<file path="src/rtl/alu_pkg.sv">
// Shared types and constants for the ALU result stage.
// The result record is the unit that moves through the write-back buffer.
package alu_pkg;

  localparam int DATA_W = 16;
  localparam int ADDR_W = 4;

  localparam int FLAG_N = 3;
  localparam int FLAG_Z = 2;
  localparam int FLAG_C = 1;
  localparam int FLAG_V = 0;

  localparam logic [DATA_W-1:0] SAT_POS = 16'h7FFF;
  localparam logic [DATA_W-1:0] SAT_NEG = 16'h8000;

  typedef struct packed {
    logic [DATA_W-1:0] data;
    logic [ADDR_W-1:0] dest;
    logic [3:0]        nzcv;
    logic              flag_we;
    logic              sat;
  } alu_res_t;

  // A wrapped sum with its sign bit set came from a positive overflow.
  function automatic logic [DATA_W-1:0] sat_value(input logic wrapped_sign);
    return wrapped_sign ? SAT_POS : SAT_NEG;
  endfunction

endpackage

</file>
<file path="src/rtl/alu_result_stage_if.sv">
// Upstream adder result and downstream write-back signals of the result stage.
// slave is the stage's view; master is the surrounding pipeline's view.
interface alu_result_stage_if #(
  parameter int DATA_W = 16,
  parameter int ADDR_W = 4
);
  logic              in_valid;
  logic              in_ready;
  logic [DATA_W-1:0] in_sum;
  logic              in_ovf;
  logic              in_carry;
  logic [ADDR_W-1:0] in_dest;
  logic              in_sat;
  logic              in_flag_we;

  logic              wb_valid;
  logic              wb_ready;
  logic [DATA_W-1:0] wb_data;
  logic [ADDR_W-1:0] wb_dest;
  logic [3:0]        wb_nzcv;

  modport slave (
    input  in_valid, in_sum, in_ovf, in_carry, in_dest, in_sat, in_flag_we,
    output in_ready,
    output wb_valid, wb_data, wb_dest, wb_nzcv,
    input  wb_ready
  );

  modport master (
    output in_valid, in_sum, in_ovf, in_carry, in_dest, in_sat, in_flag_we,
    input  in_ready,
    input  wb_valid, wb_data, wb_dest, wb_nzcv,
    output wb_ready
  );
endinterface

</file>
<file path="src/rtl/alu_skid_buf.sv">
// Generic 2-entry FIFO-ordered valid/ready buffer with a registered push_ready,
// so the upstream ready never depends combinationally on pop_ready.
//
// state    | meaning
// ST_EMPTY | no entries, pop_valid=0
// ST_ONE   | head holds the only entry
// ST_TWO   | head and tail full, push_ready=0
module alu_skid_buf #(
  parameter int W = 8
) (
  input  logic         clk,
  input  logic         rst,
  input  logic         push_valid,
  output logic         push_ready,
  input  logic [W-1:0] push_data,
  output logic         pop_valid,
  input  logic         pop_ready,
  output logic [W-1:0] pop_data
);

  localparam logic [1:0] ST_EMPTY = 2'd0;
  localparam logic [1:0] ST_ONE   = 2'd1;
  localparam logic [1:0] ST_TWO   = 2'd2;

  logic [1:0]   state;
  logic [1:0]   state_nxt;
  logic [W-1:0] head;
  logic [W-1:0] tail;
  logic         rdy;
  logic         push;
  logic         pop;

  assign push       = push_valid && rdy;
  assign pop        = (state != ST_EMPTY) && pop_ready;
  assign push_ready = rdy;
  assign pop_valid  = (state != ST_EMPTY);
  assign pop_data   = head;

  always_comb begin
    state_nxt = state;
    case (state)
      ST_EMPTY: if (push) state_nxt = ST_ONE;
      ST_ONE: begin
        if (push && !pop)      state_nxt = ST_TWO;
        else if (!push && pop) state_nxt = ST_EMPTY;
      end
      ST_TWO:   if (pop) state_nxt = ST_ONE;
      default:  state_nxt = ST_EMPTY;
    endcase
  end

  always_ff @(posedge clk) begin
    if (rst) begin
      state <= ST_EMPTY;
      rdy   <= 1'b1;
      head  <= '0;
      tail  <= '0;
    end else begin
      state <= state_nxt;
      rdy   <= (state_nxt != ST_TWO);
      case (state)
        ST_EMPTY: if (push) head <= push_data;
        ST_ONE: begin
          // Simultaneous push and pop: the new entry goes straight to the head.
          if (push && pop) head <= push_data;
          else if (push)   tail <= push_data;
        end
        ST_TWO:   if (pop) head <= tail;
        default: ;
      endcase
    end
  end

endmodule

</file>
<file path="src/rtl/alu_result_stage.sv">
// Registered stage after the ALU adder: saturation, NZCV derivation,
// buffered write-back handshake and architectural flag/overflow state.
module alu_result_stage #(
  parameter int DATA_W = 16,
  parameter int ADDR_W = 4,
  parameter int CNT_W  = 8
) (
  input  logic              clk,
  input  logic              rst,
  alu_result_stage_if.slave bus,
  output logic [3:0]        flags,
  output logic [CNT_W-1:0]  ovf_count,
  output logic              sat_any
);

  import alu_pkg::*;

  logic              do_sat;
  logic [DATA_W-1:0] fin_data;
  logic [ADDR_W-1:0] head_dest;
  alu_res_t          cap;
  alu_res_t          head;
  logic              commit;

  assign do_sat = bus.in_sat && bus.in_ovf;

  always_comb begin
    fin_data = bus.in_sum;
    if (do_sat) fin_data = sat_value(bus.in_sum[DATA_W-1]);
  end

  // V keeps the raw adder overflow even when the data was clamped.
  always_comb begin
    cap              = '0;
    cap.data         = fin_data;
    cap.dest         = bus.in_dest;
    cap.nzcv[FLAG_N] = fin_data[DATA_W-1];
    cap.nzcv[FLAG_Z] = (fin_data == '0);
    cap.nzcv[FLAG_C] = bus.in_carry;
    cap.nzcv[FLAG_V] = bus.in_ovf;
    cap.flag_we      = bus.in_flag_we;
    cap.sat          = do_sat;
  end

  alu_skid_buf #(
    .W($bits(alu_res_t))
  ) u_skid (
    .clk        (clk),
    .rst        (rst),
    .push_valid (bus.in_valid),
    .push_ready (bus.in_ready),
    .push_data  (cap),
    .pop_valid  (bus.wb_valid),
    .pop_ready  (bus.wb_ready),
    .pop_data   (head)
  );

  assign head_dest   = head.dest;
  assign bus.wb_data = head.data;
  assign bus.wb_dest = head_dest;
  assign bus.wb_nzcv = head.nzcv;

  assign commit = bus.wb_valid && bus.wb_ready;

  always_ff @(posedge clk) begin
    if (rst) begin
      flags     <= 4'b0000;
      ovf_count <= '0;
      sat_any   <= 1'b0;
    end else if (commit) begin
      if (head.flag_we) flags <= head.nzcv;
      if (head.nzcv[FLAG_V] && (ovf_count != '1)) ovf_count <= ovf_count + 1'b1;
      if (head.sat) sat_any <= 1'b1;
    end
  end

endmodule
</file>
<file path="src/flat_wrapper.sv">
// flat-port wrapper written by rule: the top's interface ports become plain ports
module alu_result_stage_flat import alu_pkg::*;
#(
  parameter int DATA_W = 16,
  parameter int ADDR_W = 4,
  parameter int CNT_W  = 8
)
  (clk, rst, flags, ovf_count, sat_any, bus_in_valid, bus_in_sum, bus_in_ovf, bus_in_carry, bus_in_dest, bus_in_sat, bus_in_flag_we, bus_in_ready, bus_wb_valid, bus_wb_data, bus_wb_dest, bus_wb_nzcv, bus_wb_ready);
  alu_result_stage_if #(.DATA_W(DATA_W), .ADDR_W(ADDR_W)) bus_i ();
  input  logic clk;
  input  logic rst;
  output logic [3:0] flags;
  output logic [CNT_W-1:0] ovf_count;
  output logic sat_any;
  input wire logic [$bits(bus_i.in_valid)-1:0] bus_in_valid;
  input wire logic [$bits(bus_i.in_sum)-1:0] bus_in_sum;
  input wire logic [$bits(bus_i.in_ovf)-1:0] bus_in_ovf;
  input wire logic [$bits(bus_i.in_carry)-1:0] bus_in_carry;
  input wire logic [$bits(bus_i.in_dest)-1:0] bus_in_dest;
  input wire logic [$bits(bus_i.in_sat)-1:0] bus_in_sat;
  input wire logic [$bits(bus_i.in_flag_we)-1:0] bus_in_flag_we;
  output wire logic [$bits(bus_i.in_ready)-1:0] bus_in_ready;
  output wire logic [$bits(bus_i.wb_valid)-1:0] bus_wb_valid;
  output wire logic [$bits(bus_i.wb_data)-1:0] bus_wb_data;
  output wire logic [$bits(bus_i.wb_dest)-1:0] bus_wb_dest;
  output wire logic [$bits(bus_i.wb_nzcv)-1:0] bus_wb_nzcv;
  input wire logic [$bits(bus_i.wb_ready)-1:0] bus_wb_ready;
  assign bus_i.in_valid = bus_in_valid;
  assign bus_i.in_sum = bus_in_sum;
  assign bus_i.in_ovf = bus_in_ovf;
  assign bus_i.in_carry = bus_in_carry;
  assign bus_i.in_dest = bus_in_dest;
  assign bus_i.in_sat = bus_in_sat;
  assign bus_i.in_flag_we = bus_in_flag_we;
  assign bus_in_ready = bus_i.in_ready;
  assign bus_wb_valid = bus_i.wb_valid;
  assign bus_wb_data = bus_i.wb_data;
  assign bus_wb_dest = bus_i.wb_dest;
  assign bus_wb_nzcv = bus_i.wb_nzcv;
  assign bus_i.wb_ready = bus_wb_ready;
  alu_result_stage #(.DATA_W(DATA_W), .ADDR_W(ADDR_W), .CNT_W(CNT_W)) u_core (.clk(clk), .rst(rst), .bus(bus_i), .flags(flags), .ovf_count(ovf_count), .sat_any(sat_any));
endmodule
</file>
<file path="config.mk">
export PLATFORM = sky130hd
export DESIGN_NAME = alu_result_stage_flat
export DESIGN_NICKNAME = d
export VERILOG_FILES = /design/src/rtl/alu_pkg.sv /design/src/rtl/alu_result_stage_if.sv /design/src/rtl/alu_skid_buf.sv /design/src/rtl/alu_result_stage.sv /design/src/flat_wrapper.sv
export SDC_FILE = /design/constraint.sdc
export NUM_CORES = 1
export LEC_CHECK = 0
export ABC_AREA = 1
export BUFFER_PORTS_ARGS = -buffer_cell sky130_fd_sc_hd__buf_2
export CORE_ASPECT_RATIO = 0.9
export CORE_MARGIN = 2
export CORE_UTILIZATION = 50
export DETAILED_ROUTE_END_ITERATION = 16
export GPL_TIMING_DRIVEN = 0
export PLACE_DENSITY = 0.73
export SLEW_MARGIN = 5
export SYNTH_ARGS = -nofsm -noshare
export SYNTH_HDL_FRONTEND = slang
export SYNTH_HIERARCHICAL = 1
export SYNTH_SLANG_ARGS = --single-unit
</file>
<file path="constraint.sdc">
create_clock -name clk -period 1.3 [get_ports clk]
set_clock_uncertainty 0.1 [all_clocks]
set_input_delay 0.065 -clock clk [delete_from_list [all_inputs] [get_ports clk]]
set_output_delay 0.065 -clock clk [all_outputs]
set_load 0.02 [all_outputs]
</file>
# After elaboration in Yosys (flattened, before gate mapping)
# Index checks and enable logic that the tools add are counted.
# totals
register_bits	68
in_bits	28
out_inout_bits	39
elab_cells	45
# op_classes
addsub	1
n_eq_ne	7
n_mux	11
bitwise_logic	1
n_reduce_logical	18
# op_table
op	n
26-bit two-way mux	3
26-bit case mux with 3 select lines	1
16-bit two-way mux	2
16-bit logical NOT	1
8-bit by 1-bit adder with 8-bit output, second input constant	1
2-bit two-way mux	4
2-bit != test, second input constant	4
8-bit != test, second input constant	1
1-bit logical AND	7
2-bit case mux with 3 select lines	1
2-bit AND reduction	3
4-bit AND reduction	1
3-bit AND reduction	1
3-bit nonzero test	1
2-bit by 1-bit == test with 1-bit output, second input constant	1
2-bit == test, second input constant	1
1-bit logical NOT	2
2-bit logical NOT	1
2-bit nonzero test	1
1-bit inverter	1

# Logic depth before layout (Yosys ltp)
# Gate-level depths: netlist of run 1.
# logic_depth
depth_word	7
ltp_mapped	13
mapped_depth_nobuf	13

# Hierarchy
# The synthesis of run 1 kept the hierarchy.
# by_module_without_submodules
module	n_inst	cells_each	area_per_inst_um2	seq_area_each_um2
alu_skid_buf	1	368	2499.9	1101.1
alu_result_stage	1	145	899.6	260.2

# Least setup slack after synthesis of run 1
# OpenSTA, ideal clock, no wires.
# synth_timing
path_type	register to register
start	register u_core.u_skid.state[1]
end	register u_core.ovf_count[6]
setup_time_ps	112
arrival_ps	1341
required_ps	1088
path_slack_ps	-253
stages_incl_launch_ff	9
n_path_buf	1
synth_period_minus_slack_ps	1553
path_cell_list	dfxtp_1 -> nor2_1 -> inv_1 -> nand2_1 -> inv_1 -> nand3_4 -> buf_12 -> nor2_1 -> nor2_2
# synth_between
elab_chain_len	3
# synth_lines
element	line	source
start: declaration	alu_skid_buf.sv:25	logic [1:0] state;
start signal: assignment	alu_skid_buf.sv:59	state <= state_nxt;
2-bit nonzero test	alu_skid_buf.sv:36	assign pop_valid = (state != ST_EMPTY);
via bus_wb_valid	flat_wrapper.sv:23	output wire logic [$bits(bus_i.wb_valid)-1:0] bus_wb_valid;
1-bit logical AND	alu_result_stage.sv:63	assign commit = bus.wb_valid && bus.wb_ready;
2-bit AND reduction (no source line)	-	
end signal: assignment	alu_result_stage.sv:72	if (head.nzcv[FLAG_V] && (ovf_count != '1)) ovf_count <= ovf_count + 1'b1;
end: declaration	alu_result_stage.sv:12	output logic [CNT_W-1:0] ovf_count,
# The timed path passes the listed nets, and every way through them passes these cells.
# A chain may end at the register's enable or synchronous reset.

# Worst setup path in the final report of run 1
# layout_timing
start	register u_core.ovf_count[1]
end	register u_core.ovf_count[1]
# layout_between
elab_chain_len	3
word_cells_on_any_way	4
classes_between	1 x add/sub; 1 x eq/ne; 2 x reduce/logical
# layout_lines
element
parallel branches: the longest is 3 deep, another holds 8-bit by 1-bit adder with 8-bit output
# Parallel ways; which one is timed is not known.

==> out/qor.log, run 1 <==
qor: worst_setup_path.reg2regPathDepth 9
qor: worst_setup_path.critical_path.cell_chain ha_4 > nand2_2 > nor2_4 > nand2_2 > nand3_4 > buf_16 > nand2_2 > nand2_2 > nor2_2
qor: yosys.sequential_cell_area_fraction_in_the_yosys_report 40.04%
qor: yosys.most_used_standard_cell_by_instance_count_after_synthesis nand2_1
qor: yosys.yosysWarningCount 6
qor: yosys.synth-main-ff-cell dfxtp_1
qor: yosys.synthDominantCellAreaShare 40.04%
qor: sta.slew_headroom 52.57%
qor: clock_network.cts-root-buf clkbuf_8
qor: sta.setup_violations 52
qor: yosys.synthTopCellsByArea dfxtp_1 (40%), nand2_1 (17%), nor2_1 (13%), o21ai_0 (5.0%), nand3b_1 (4.0%)
qor: placement.gpl.final_weighted_congestion 0.8481
qor: flow_run.timing.max_cap.violations 0
qor: floorplanning.core.rowCount 28
qor: status.violations_in_the_final_reports setup timing
qor: global_route.grt_first_pass_wirelength 14570 microns
qor: yosys.postSynth.asyncResetShare 0%
qor: yosys.postSynthRegisterBits 68
qor: clock_network.cts_buffers 9
qor: final_layout.finish.net_count 662
qor: worst_setup_path.crit_path_top_delay_cell dfxtp_4
qor: yosys.yosysUniqueCellTypes 26
qor: worst_setup_path.worst_ep_arrival_time 1650 ps
qor: sta.timing_max_transition_violations_final 0
qor: floorplanning.floorplan.io_pins 67
qor: global_route.pin_count_of_the_biggest_net_entering_global_routing 11
qor: final_layout.n_antenna_cell 0
qor: floorplanning.core_region_area 6586 sq um
qor: floorplanning.chipHeight 82.23 microns
qor: power.power.total 0.005574 W
qor: sta.max_freq 0.6831 GHz
qor: final_layout.fin_cells 727
qor: worst_setup_path.cp-end-kind flip-flop
qor: floorplanning.die-area 7475 sq um
qor: final_layout.design_area 5281 sq um
qor: final_layout.final_util 80.19%
qor: global_route.grt_overflow 0
qor: routing.antenna_nets_post_route 0
qor: worst_setup_path.worstSetupPathType reg -> reg
qor: placement.placement.io_buffers 66
qor: status.outcome complete, but fails checks
qor: sta.finalHoldViolations 0
qor: global_route.groute.usage.overall 24.79%
qor: yosys.synth_area_per_cell 6.627 sq um
qor: clock_network.cts.clk_slew.worst_paths 70 ps
qor: routing.first_iter_violations 305
qor: worst_setup_path.worst-endpoint-required 1490 ps
qor: min_path.whs_path_depth 5
qor: final_layout.area.growth.synth_to_final 55.36%
qor: worst_setup_path.timing.critical_path.from_type flip-flop
qor: power.static-leakage-power 2.495 nW
qor: worst_setup_path.cp_common_cell nand2_2
qor: clock_network.cts_max_level 3
qor: sta.timing_worst_slew_pin_value 711.5 ps
qor: power.worst_ir_drop_vdd 640.5 uV
qor: placement.place_inst 669
qor: floorplanning.die_w 90.92 microns
qor: global_route.number_of_antenna_violations_at_the_first_check_in_global_routing 0
qor: sta.fin_worst_hold_slack 16.31 ps
qor: power.power_density 1055 nW/um^2
qor: clock_network.tritoncts done
qor: yosys.number_of_synthesized_flops_with_an_enable_pin 0
qor: sta.timing.final.crit_period 1464 ps
qor: routing.post_drt_via_cell_ratio 5.425
qor: yosys.syn_nets 542
qor: routing.postRouteWirelength 11990 microns
qor: worst_setup_path.critPathMaxFanout 5
qor: sta.setup_slack -163.8 ps
qor: placement.placement.cell_area 3874 sq um
qor: yosys.syn-cell-area 3400 sq um
qor: clock_network.clk_latency 350 ps
qor: yosys.synth_top_cell_by_area dfxtp_1
qor: routing.drt_first_pass_iters 5
qor: yosys.synthesis.instances 513
qor: yosys.netlist_top_cells_count nand2_1 (158), nor2_1 (117), dfxtp_1 (68)
qor: final_layout.layout-drive-gt1-share 44.58%
qor: clock_network.clock_tree.buffer_depth 2
qor: global_route.grt_pass1_vias 3206
qor: placement.detailed_placement_hpwl 6074 microns
qor: floorplanning.start_util 51.61%
qor: routing.drc_errors 0
qor: clock_network.cts.sink_count 68
qor: sta.share_of_the_cycle_needed_by_the_critical_path_after_routing 112.6%
qor: routing.detailroute.via_count 3944
qor: sta.rsz0062_at_grt true
qor: routing.wl_per_cell 16.50 microns
qor: min_path.hp-class in -> reg
qor: worst_setup_path.slowest_delay 360 ps
-- state kept, by name (all words and copies together) (netlist names) --
name,count
u_core/u_skid/state,2
u_core/u_skid/tail,26
u_core/u_skid/pop_data,26
u_core/ovf_count,8
u_core/u_skid/push_ready,1
u_core/sat_any,1
u_core/flags,4
-- timing repair --
item                                    4_1_cts  5_1_grt
pin swaps                                     6       54
setup buffers                                11       15
endpoints found under the setup margin       56       66
hold endpoints to repair                     18        0
gates cloned                                  1        8
hold buffers                                  8        0
resized for setup                            22      207
-- cell usage in the layout, fill, tap and decap left out, drive strengths merged --
cell and n:
a21oi 8, buf 109, bufinv 1, clkbuf 27, clkinv 5, dfxtp 68
dlygate4sd3 8, ha 1, inv 35, nand2 165, nand3 21, nand3b 18
nand4 2, nor2 126, nor3 2, o21ai 36, xor2 5
-- worst max-delay path: cells and delay by family (launching register included) --
kind | cells | cell delay, ps
simple gates | 7 | 580
flops | 1 | 360
buf+inv | 1 | 180
fa+ha+maj | 1 | 170
-- final timing paths --
path,from,endpoint,slack (ps)
max reg2reg,u_core/ovf_count[1],u_core/ovf_count[1],-160
min,bus_in_sum[11],u_core/u_skid/tail[21],20
min reg2reg,u_core/sat_any,u_core/sat_any,360
max,u_core/ovf_count[1],u_core/ovf_count[1],-160
-- stage by stage --
step,TNS (ps),worst slack (ps)
4_1_cts,-2153,-74.60
3_5_place_dp,-7900,-372.9
5_1_grt,-5625,-197.0
3_3_place_gp,-6806,-366.3
2_1_floorplan,-382.0,-35.07
6_report,-2809,-163.8
-- layout make-up --
type / instances / area (sq um)
multi-input cells: 384 / 2285
flip-flops and latches: 68 / 1383
fillers: 433 / 1305
repair buffers: 109 / 879.6
plain buffers: 21 / 231.5
inverters: 40 / 187.7
clock buffers: 14 / 172.7
well taps: 90 / 112.6
clock inverters: 1 / 30.03
-- routing by layer --
layer | vias to the layer above | routed length [microns] | global-route usage, %
met1 | 1848 | 4873 | 32.21
met2 | 220 | 5921 | 41.79
met3 | 42 | 883 | 5.445
met5 | - | 0 | 0
li1 | 1834 | - | -
met4 | 0 | 314 | 8.030
-- kinds of logic after synthesis --
group / after synthesis / synth area share [%]
and+or+nand+nor: 334 / 42.36
DFF: 68 / 40.04
buffers and inverters: 61 / 9.128
AOI/OAI and AO/OA: 44 / 6.809
xor gates and xnor gates: 5 / 1.288
adders and majority gates: 1 / 0.3680
-- power by group --
part / switching (W) / total, W / internal [W]
clock: 0.000796 / 0.00183 / 0.00104
combinational: 0.000841 / 0.00142 / 0.000581
sequential: 0.000105 / 0.00232 / 0.00221
(Power assumes the default switching activity.)
==> inputs of run 2 (changes only) <==
- CORE_UTILIZATION: 50 -> 45
- PLACE_DENSITY: 0.73 -> 0.67
==> out/qor.log, run 2 (same netlist as run 1, synthesis figures left out) <==
qor: status.outcome complete, but fails checks
qor: status.violations_in_the_final_reports setup timing
qor: min_path.hold_start bus_in_sum[13]
qor: sta.timing_worst_slew_pin_value 489.3 ps [-222.2 ps]
qor: sta.timing.final.crit_period 1384 ps [-79.36 ps]
qor: worst_setup_path.critPathMaxFanout 7 [+2]
qor: sta.totalNegativeSetupSlack -1710 ps [+1100 ps]
qor: routing.antenna_nets_post_route 0 [unchanged]
qor: min_path.min_to u_core/u_skid/tail[23]
qor: worst_setup_path.worst_ep_arrival_time 1530 ps [-120 ps]
qor: floorplanning.core_region_area 7432 sq um [+13%]
qor: final_layout.fin_cells 729 [+0.28%]
qor: power.static-leakage-power 2.389 nW [-4.3%]
qor: floorplanning.die_w 95.62 microns [+5.2%]
qor: routing.post_drt_via_cell_ratio 5.019 [-7.5%]
qor: clock_network.cts.clk_slew.worst_paths 80 ps [about the same]
qor: placement.place_inst 675 [+0.90%]
qor: worst_setup_path.worst-endpoint-required 1440 ps [-50 ps]
qor: sta.rsz0062_at_grt true
qor: sta.setup_violations 36 [-31%]
qor: flow_run.timing.max_cap.violations 0 [unchanged]
qor: clock_network.tritoncts done
qor: floorplanning.floorplan.io_pins 67 [unchanged]
qor: global_route.pin_count_of_the_biggest_net_entering_global_routing 20 [+9]
qor: routing.postRouteWirelength 10090 microns [-16%]
qor: clock_network.clock_tree.buffer_depth 2 [unchanged]
qor: final_layout.final_common_cell nand2_1
qor: final_layout.layout-drive-gt1-share 35.07% [-9.5 points]
qor: clock_network.cts_buffers 9 [unchanged]
qor: final_layout.design_area 4855 sq um [-8.1%]
qor: min_path.whs_path_depth 5 [unchanged]
qor: clock_network.clk_latency 350 ps [about the same]
qor: sta.max_freq 0.7223 GHz [+5.7%]
qor: global_route.grt_overflow 0 [unchanged]
qor: global_route.grt_pass1_vias 3241 [+1.1%]
qor: min_path.hp-class in -> reg
qor: routing.wl_per_cell 13.84 microns [-16%]
qor: power.worst_ir_drop_vdd 755.7 uV [+18%]
qor: sta.finalHoldViolations 0 [unchanged]
qor: clock_network.cts_max_level 3 [unchanged]
qor: sta.share_of_the_cycle_needed_by_the_critical_path_after_routing 106.5% [-6.1 points]
qor: routing.detailroute.via_count 3659 [-7.2%]
qor: final_layout.finish.net_count 657 [-0.76%]
qor: global_route.grt_first_pass_wirelength 15190 microns [+4.3%]
qor: final_layout.area.growth.synth_to_final 42.80%
qor: floorplanning.core.rowCount 30 [+7.1%]
qor: global_route.groute.usage.overall 23.67% [-1.1 points]
qor: final_layout.n_antenna_cell 0 [unchanged]
qor: placement.detailed_placement_hpwl 6276 microns [+3.3%]
qor: floorplanning.start_util 45.74% [-5.9 points]
qor: global_route.number_of_antenna_violations_at_the_first_check_in_global_routing 0 [unchanged]
qor: power.power_density 1115 nW/um^2 [+5.6%]
qor: worst_setup_path.cp-end-kind flip-flop
qor: sta.setup_slack -84.49 ps [+79.36 ps]
qor: clock_network.cts.sink_count 68 [unchanged]
qor: worst_setup_path.crit-reg2reg-launch u_core/u_skid/state[1]
qor: worst_setup_path.reg2regPathDepth 9 [unchanged]
qor: sta.slew_headroom 67.38% [+15 points]
qor: worst_setup_path.reg2reg_slack -80 ps [+80 ps]
qor: clock_network.cts-root-buf clkbuf_8
qor: final_layout.layout_common_cells nand2_1 (133), nor2_1 (95), buf_2 (68), dfxtp_1 (59), inv_1 (28)
qor: routing.drt_first_pass_iters 4 [-1]
qor: placement.gpl.final_weighted_congestion 0.8445 [-0.42%]
qor: worst_setup_path.timing.critical_path.from_type flip-flop
qor: floorplanning.chipHeight 86.46 microns [+5.1%]
qor: placement.placement.cell_area 3881 sq um [+0.19%]
qor: floorplanning.die-area 8266 sq um [+11%]
qor: final_layout.fillCellCount 654 [+51%]
qor: worst_setup_path.worstSetupPathType reg -> reg
qor: worst_setup_path.regToRegEndpoint u_core/u_skid/pop_data[20]
qor: routing.first_iter_violations 238 [-22%]
qor: routing.drc_errors 0 [unchanged]
qor: sta.timing_max_transition_violations_final 0 [unchanged]
qor: placement.placement.io_buffers 66 [unchanged]
run 2: changes by cell type in the layout (fill, tap and decap cells not counted), moves of 4 or more:
cell,change
nand2_1,+16
nor2_4,-11
clkbuf_16,-5
o21ai_2,-23
nand3_1,+4
nand2_4,-4
o21ai_0,+17
nand2_2,-11
nor2_2,-4
buf_8,-6
nor2_1,+15
o21ai_1,+7
buf_6,+6
run 2: metrics by stage:
stage | util (%) | hold WS, ps | setup WS [ps] | power (W)
finish | 65.32 | 3.086 | -84.49 | 0.005412
global route | 65.32 | 17.63 | -149.9 | 0.005685
CTS | 59.73 | 6.279 | -63.86 | 0.005265
detailed placement | 52.22 | 248.3 | -395.1 | 0.003245
global placement | 52.22 | 242.2 | -395.9 | 0.003229
floorplan | - | 31.15 | -35.07 | 0.002961
run 2: per-layer routing:
metal / vias to the layer above / track usage, % / wire (microns)
met3: 11 / 7.565 / 645
met4: 0 / 8.442 / 131
met5: - / 0 / 0
met2: 122 / 36.43 / 4745
met1: 1708 / 31.23 / 4567
li1: 1818 / - / -
run 2: layout make-up:
| class | count | area, sq um | share of cell area (%) |
|---|---|---|---|
| Clock inverter | 7 | 91.34 | 1.881 |
| Buffer | 20 | 196.4 | 4.046 |
| Sequential cell | 68 | 1383 | 28.48 |
| Inverter | 40 | 168.9 | 3.479 |
| Multi-Input combinational cell | 384 | 1989 | 40.98 |
| Tap cell | 96 | 120.1 | 2.474 |
| Timing Repair Buffer | 105 | 782.0 | 16.11 |
| Clock buffer | 9 | 123.9 | 2.552 |
run 2: worst max path at each step:
stage	startpoint	to	depth (start not counted)
after global placement	bus_in_ovf	u_core/u_skid/pop_data[4]	14
after global routing	u_core/u_skid/state[1]	u_core/u_skid/pop_data[12]	8
after CTS	u_core/ovf_count[1]	u_core/ovf_count[2]	8
final	u_core/u_skid/state[1]	u_core/u_skid/pop_data[20]	9
after detailed placement	bus_in_ovf	u_core/u_skid/pop_data[4]	14
after floorplan	u_core/ovf_count[0]	u_core/ovf_count[1]	9
run 2: timing repair:
action                     in CTS  in global routing
hold endpoints to repair       18                  0
setup endpoints to repair      56                 65
hold buffers                    8                  0
buffers inserted               18                  6
cloned                          3                  4
pin swaps                       8                 23
resized for setup              32                 91
run 2: where the power goes:
group          switching (W)  internal [W]
Clock               0.000833       0.00107
Combinational       0.000707      0.000496
Sequential         0.0000903       0.00221
run 2: critical path, stage by stage (launching register included):
cell,delay (ps)
dfxtp_4,410
buf_12,120
nand2_8,70
inv_8,100
nand2_8,90
nand2_8,100
buf_6,110
nand2_2,50
nand2_2,70
nor2_1,50
==> inputs of run 3 (changes only) <==
- BUFFER_PORTS_ARGS: -buffer_cell sky130_fd_sc_hd__buf_2 -> -buffer_cell sky130_fd_sc_hd__clkbuf_2
==> out/qor.log, run 3 (same netlist as run 1, synthesis figures left out) <==
qor: status.outcome complete, but fails checks
qor: status.violations_in_the_final_reports setup timing
qor: clock_network.cts.sink_count 68 [unchanged]
qor: worst_setup_path.timing.critical_path.from_type flip-flop
qor: clock_network.cts_buffers 9 [unchanged]
qor: min_path.min_to u_core/u_skid/tail[23]
qor: final_layout.layout_common_cells nand2_1 (128), nor2_1 (102), clkbuf_2 (65), dfxtp_1 (59), inv_1 (28)
qor: floorplanning.core.rowCount 30 [unchanged]
qor: routing.wl_per_cell 14.13 microns [+2.1%]
qor: worst_setup_path.crit-reg2reg-launch u_core/ovf_count[0]
qor: global_route.groute.usage.overall 23.27% [-0.40 points]
qor: worst_setup_path.critPathMaxFanout 5 [-2]
qor: worst_setup_path.critical_path.cell_chain ha_4 > nand2_4 > nor2_4 > nand2_2 > nand3_4 > buf_12 > o21ai_2 > nor2_2
qor: floorplanning.die-area 8266 sq um [unchanged]
qor: floorplanning.chipHeight 86.46 microns [unchanged]
qor: sta.setup_violations 46 [+28%]
qor: floorplanning.core_region_area 7432 sq um [unchanged]
qor: placement.placement.cell_area 3881 sq um [unchanged]
qor: global_route.grt_overflow 0 [unchanged]
qor: clock_network.tritoncts done
qor: global_route.number_of_antenna_violations_at_the_first_check_in_global_routing 0 [unchanged]
qor: routing.first_iter_violations 224 [-5.9%]
qor: clock_network.cts.clk_slew.worst_paths 80 ps [about the same]
qor: global_route.grt_first_pass_wirelength 14970 microns [-1.4%]
qor: placement.placement.io_buffers 66 [unchanged]
qor: sta.rsz0062_at_grt true
qor: worst_setup_path.worst-endpoint-required 1440 ps [about the same]
qor: power.static-leakage-power 2.447 nW [+2.4%]
qor: placement.gpl.final_weighted_congestion 0.8432 [-0.15%]
qor: min_path.whs_path_depth 5 [unchanged]
qor: sta.max_freq 0.7172 GHz [-0.70%]
qor: final_layout.finish.net_count 661 [+0.61%]
qor: worst_setup_path.slowest_delay 350 ps [-60 ps]
qor: clock_network.cts_max_level 3 [unchanged]
qor: placement.detailed_placement_hpwl 6310 microns [+0.54%]
qor: routing.detailroute.via_count 3743 [+2.3%]
qor: clock_network.clock_tree.buffer_depth 2 [unchanged]
qor: sta.finalHoldViolations 0 [unchanged]
qor: worst_setup_path.worst_ep_arrival_time 1540 ps [about the same]
qor: min_path.hp-class in -> reg
qor: min_path.hold_start bus_in_sum[13]
qor: final_layout.final_common_cell nand2_1
qor: power.worst_ir_drop_vdd 800.9 uV [+6.0%]
qor: sta.timing_worst_slew_pin_value 733.1 ps [+243.7 ps]
qor: final_layout.final_util 67.51% [+2.2 points]
qor: placement.dp_worst_slack -415.3 ps [-20.19 ps]
qor: power.power_density 1041 nW/um^2 [-6.6%]
qor: routing.antenna_nets_post_route 0 [unchanged]
qor: sta.share_of_the_cycle_needed_by_the_critical_path_after_routing 107.2% [+0.75 points]
qor: flow_run.timing.max_cap.violations 0 [unchanged]
qor: power.power.total 0.005224 W [-3.5%]
qor: final_layout.n_antenna_cell 0 [unchanged]
qor: routing.postRouteWirelength 10360 microns [+2.7%]
qor: clock_network.cts-root-buf clkbuf_8
qor: floorplanning.die_w 95.62 microns [unchanged]
qor: sta.timing.final.crit_period 1394 ps [+9.751 ps]
qor: sta.setup_slack -94.24 ps [-9.751 ps]
qor: routing.drc_errors 0 [unchanged]
qor: floorplanning.floorplan.io_pins 67 [unchanged]
qor: sta.timing_max_transition_violations_final 0 [unchanged]
qor: worst_setup_path.reg2reg_slack -90 ps [about the same]
qor: worst_setup_path.crit_path_top_delay_cell dfxtp_4
qor: final_layout.design_area 5017 sq um [+3.4%]
qor: global_route.pin_count_of_the_biggest_net_entering_global_routing 12 [-40%]
qor: global_route.grt_pass1_vias 3195 [-1.4%]
qor: worst_setup_path.regToRegEndpoint u_core/ovf_count[2]
qor: routing.drt_first_pass_iters 5 [+1]
qor: sta.slew_headroom 51.13% [-16 points]
qor: clock_network.clk_latency 350 ps [about the same]
qor: floorplanning.start_util 45.74% [unchanged]
qor: worst_setup_path.cp-end-kind flip-flop
qor: final_layout.layout-drive-gt1-share 38.30% [+3.2 points]
qor: final_layout.area.growth.synth_to_final 47.59%
qor: routing.post_drt_via_cell_ratio 5.106 [+1.7%]
qor: worst_setup_path.worstSetupPathType reg -> reg
qor: worst_setup_path.reg2regPathDepth 8 [-1]
==> run 3: cell types whose count changed in the layout (fill, tap and decap cells not counted), sizes merged <==
cell	previous run	this run
clkinvlp	1	2
clkbuf	17	88
buf	109	44
nand2	165	166
bufinv	2	0
clkinv	6	4
==> run 3: layout make-up <==
type,count,area [sq um]
plain buffers,21,220.2
clock buffers,13,168.9
clock inverters,3,20.02
fillers,658,2415
inverters,40,177.7
multi-input cells,385,2092
flip-flops and latches,68,1383
well taps,96,120.1
repair buffers,106,827.0
repair inverters,1,8.758
==> run 3: per-layer routing <==
metal  vias to the layer above  wire length, microns  GRT usage [%]
li1                       1844                     -              -
met1                      1724                  4632          32.22
met2                       144                  4791          36.30
met3                        31                   677          5.391
met4                         0                   256          6.753
met5                         -                     0              0
==> run 3: repair_timing <==
| item | CTS | global route |
|---|---|---|
| endpoints found under the setup margin | 56 | 66 |
| buffers inserted | 14 | 12 |
| endpoints found under the hold margin | 18 | 0 |
| hold buffers | 8 | 0 |
| resized for setup | 29 | 141 |
| pin swaps | 9 | 45 |
| gates cloned | 2 | 8 |
==> run 3: worst max-delay path: cells and delay by family, from the launching register on <==
family,cells,cell delay (ps)
fa+ha+maj,1,160
compound gates,1,120
simple gates,5,390
buf+inv,1,170
flops,1,350
==> run 3: report_power, final <==
part           internal [W]  leakage [nW]  total [W]  switching [W]
Sequential          0.00221         0.561    0.00231      0.0000960
Combinational      0.000520          1.79    0.00125       0.000732
Clock              0.000847        0.0917    0.00166       0.000816
Total               0.00358          2.45    0.00522        0.00164
==> run 3: metrics by stage <==
step | instances | setup TNS, ps | hold WS (ps)
floorplan | 513 | -382.0 | 31.15
global placement | 675 | -7607 | 245.3
detailed placement | 675 | -8781 | 247.4
CTS | 715 | -903.2 | 7.843
global route | 733 | -4460 | 34.52
finish | 733 | -1456 | 22.38
==> run 3: worst max-delay path by stage <==
| stage | start | end | cells after the start |
|---|---|---|---|
| after floorplan | u_core/ovf_count[0] | u_core/ovf_count[1] | 9 |
| after global placement | bus_in_ovf | u_core/u_skid/pop_data[4] | 14 |
| after detailed placement | bus_in_ovf | u_core/u_skid/pop_data[4] | 14 |
| after CTS | u_core/ovf_count[1] | u_core/ovf_count[2] | 8 |
| after global routing | u_core/ovf_count[0] | u_core/ovf_count[0] | 8 |
| final | u_core/ovf_count[0] | u_core/ovf_count[2] | 8 |
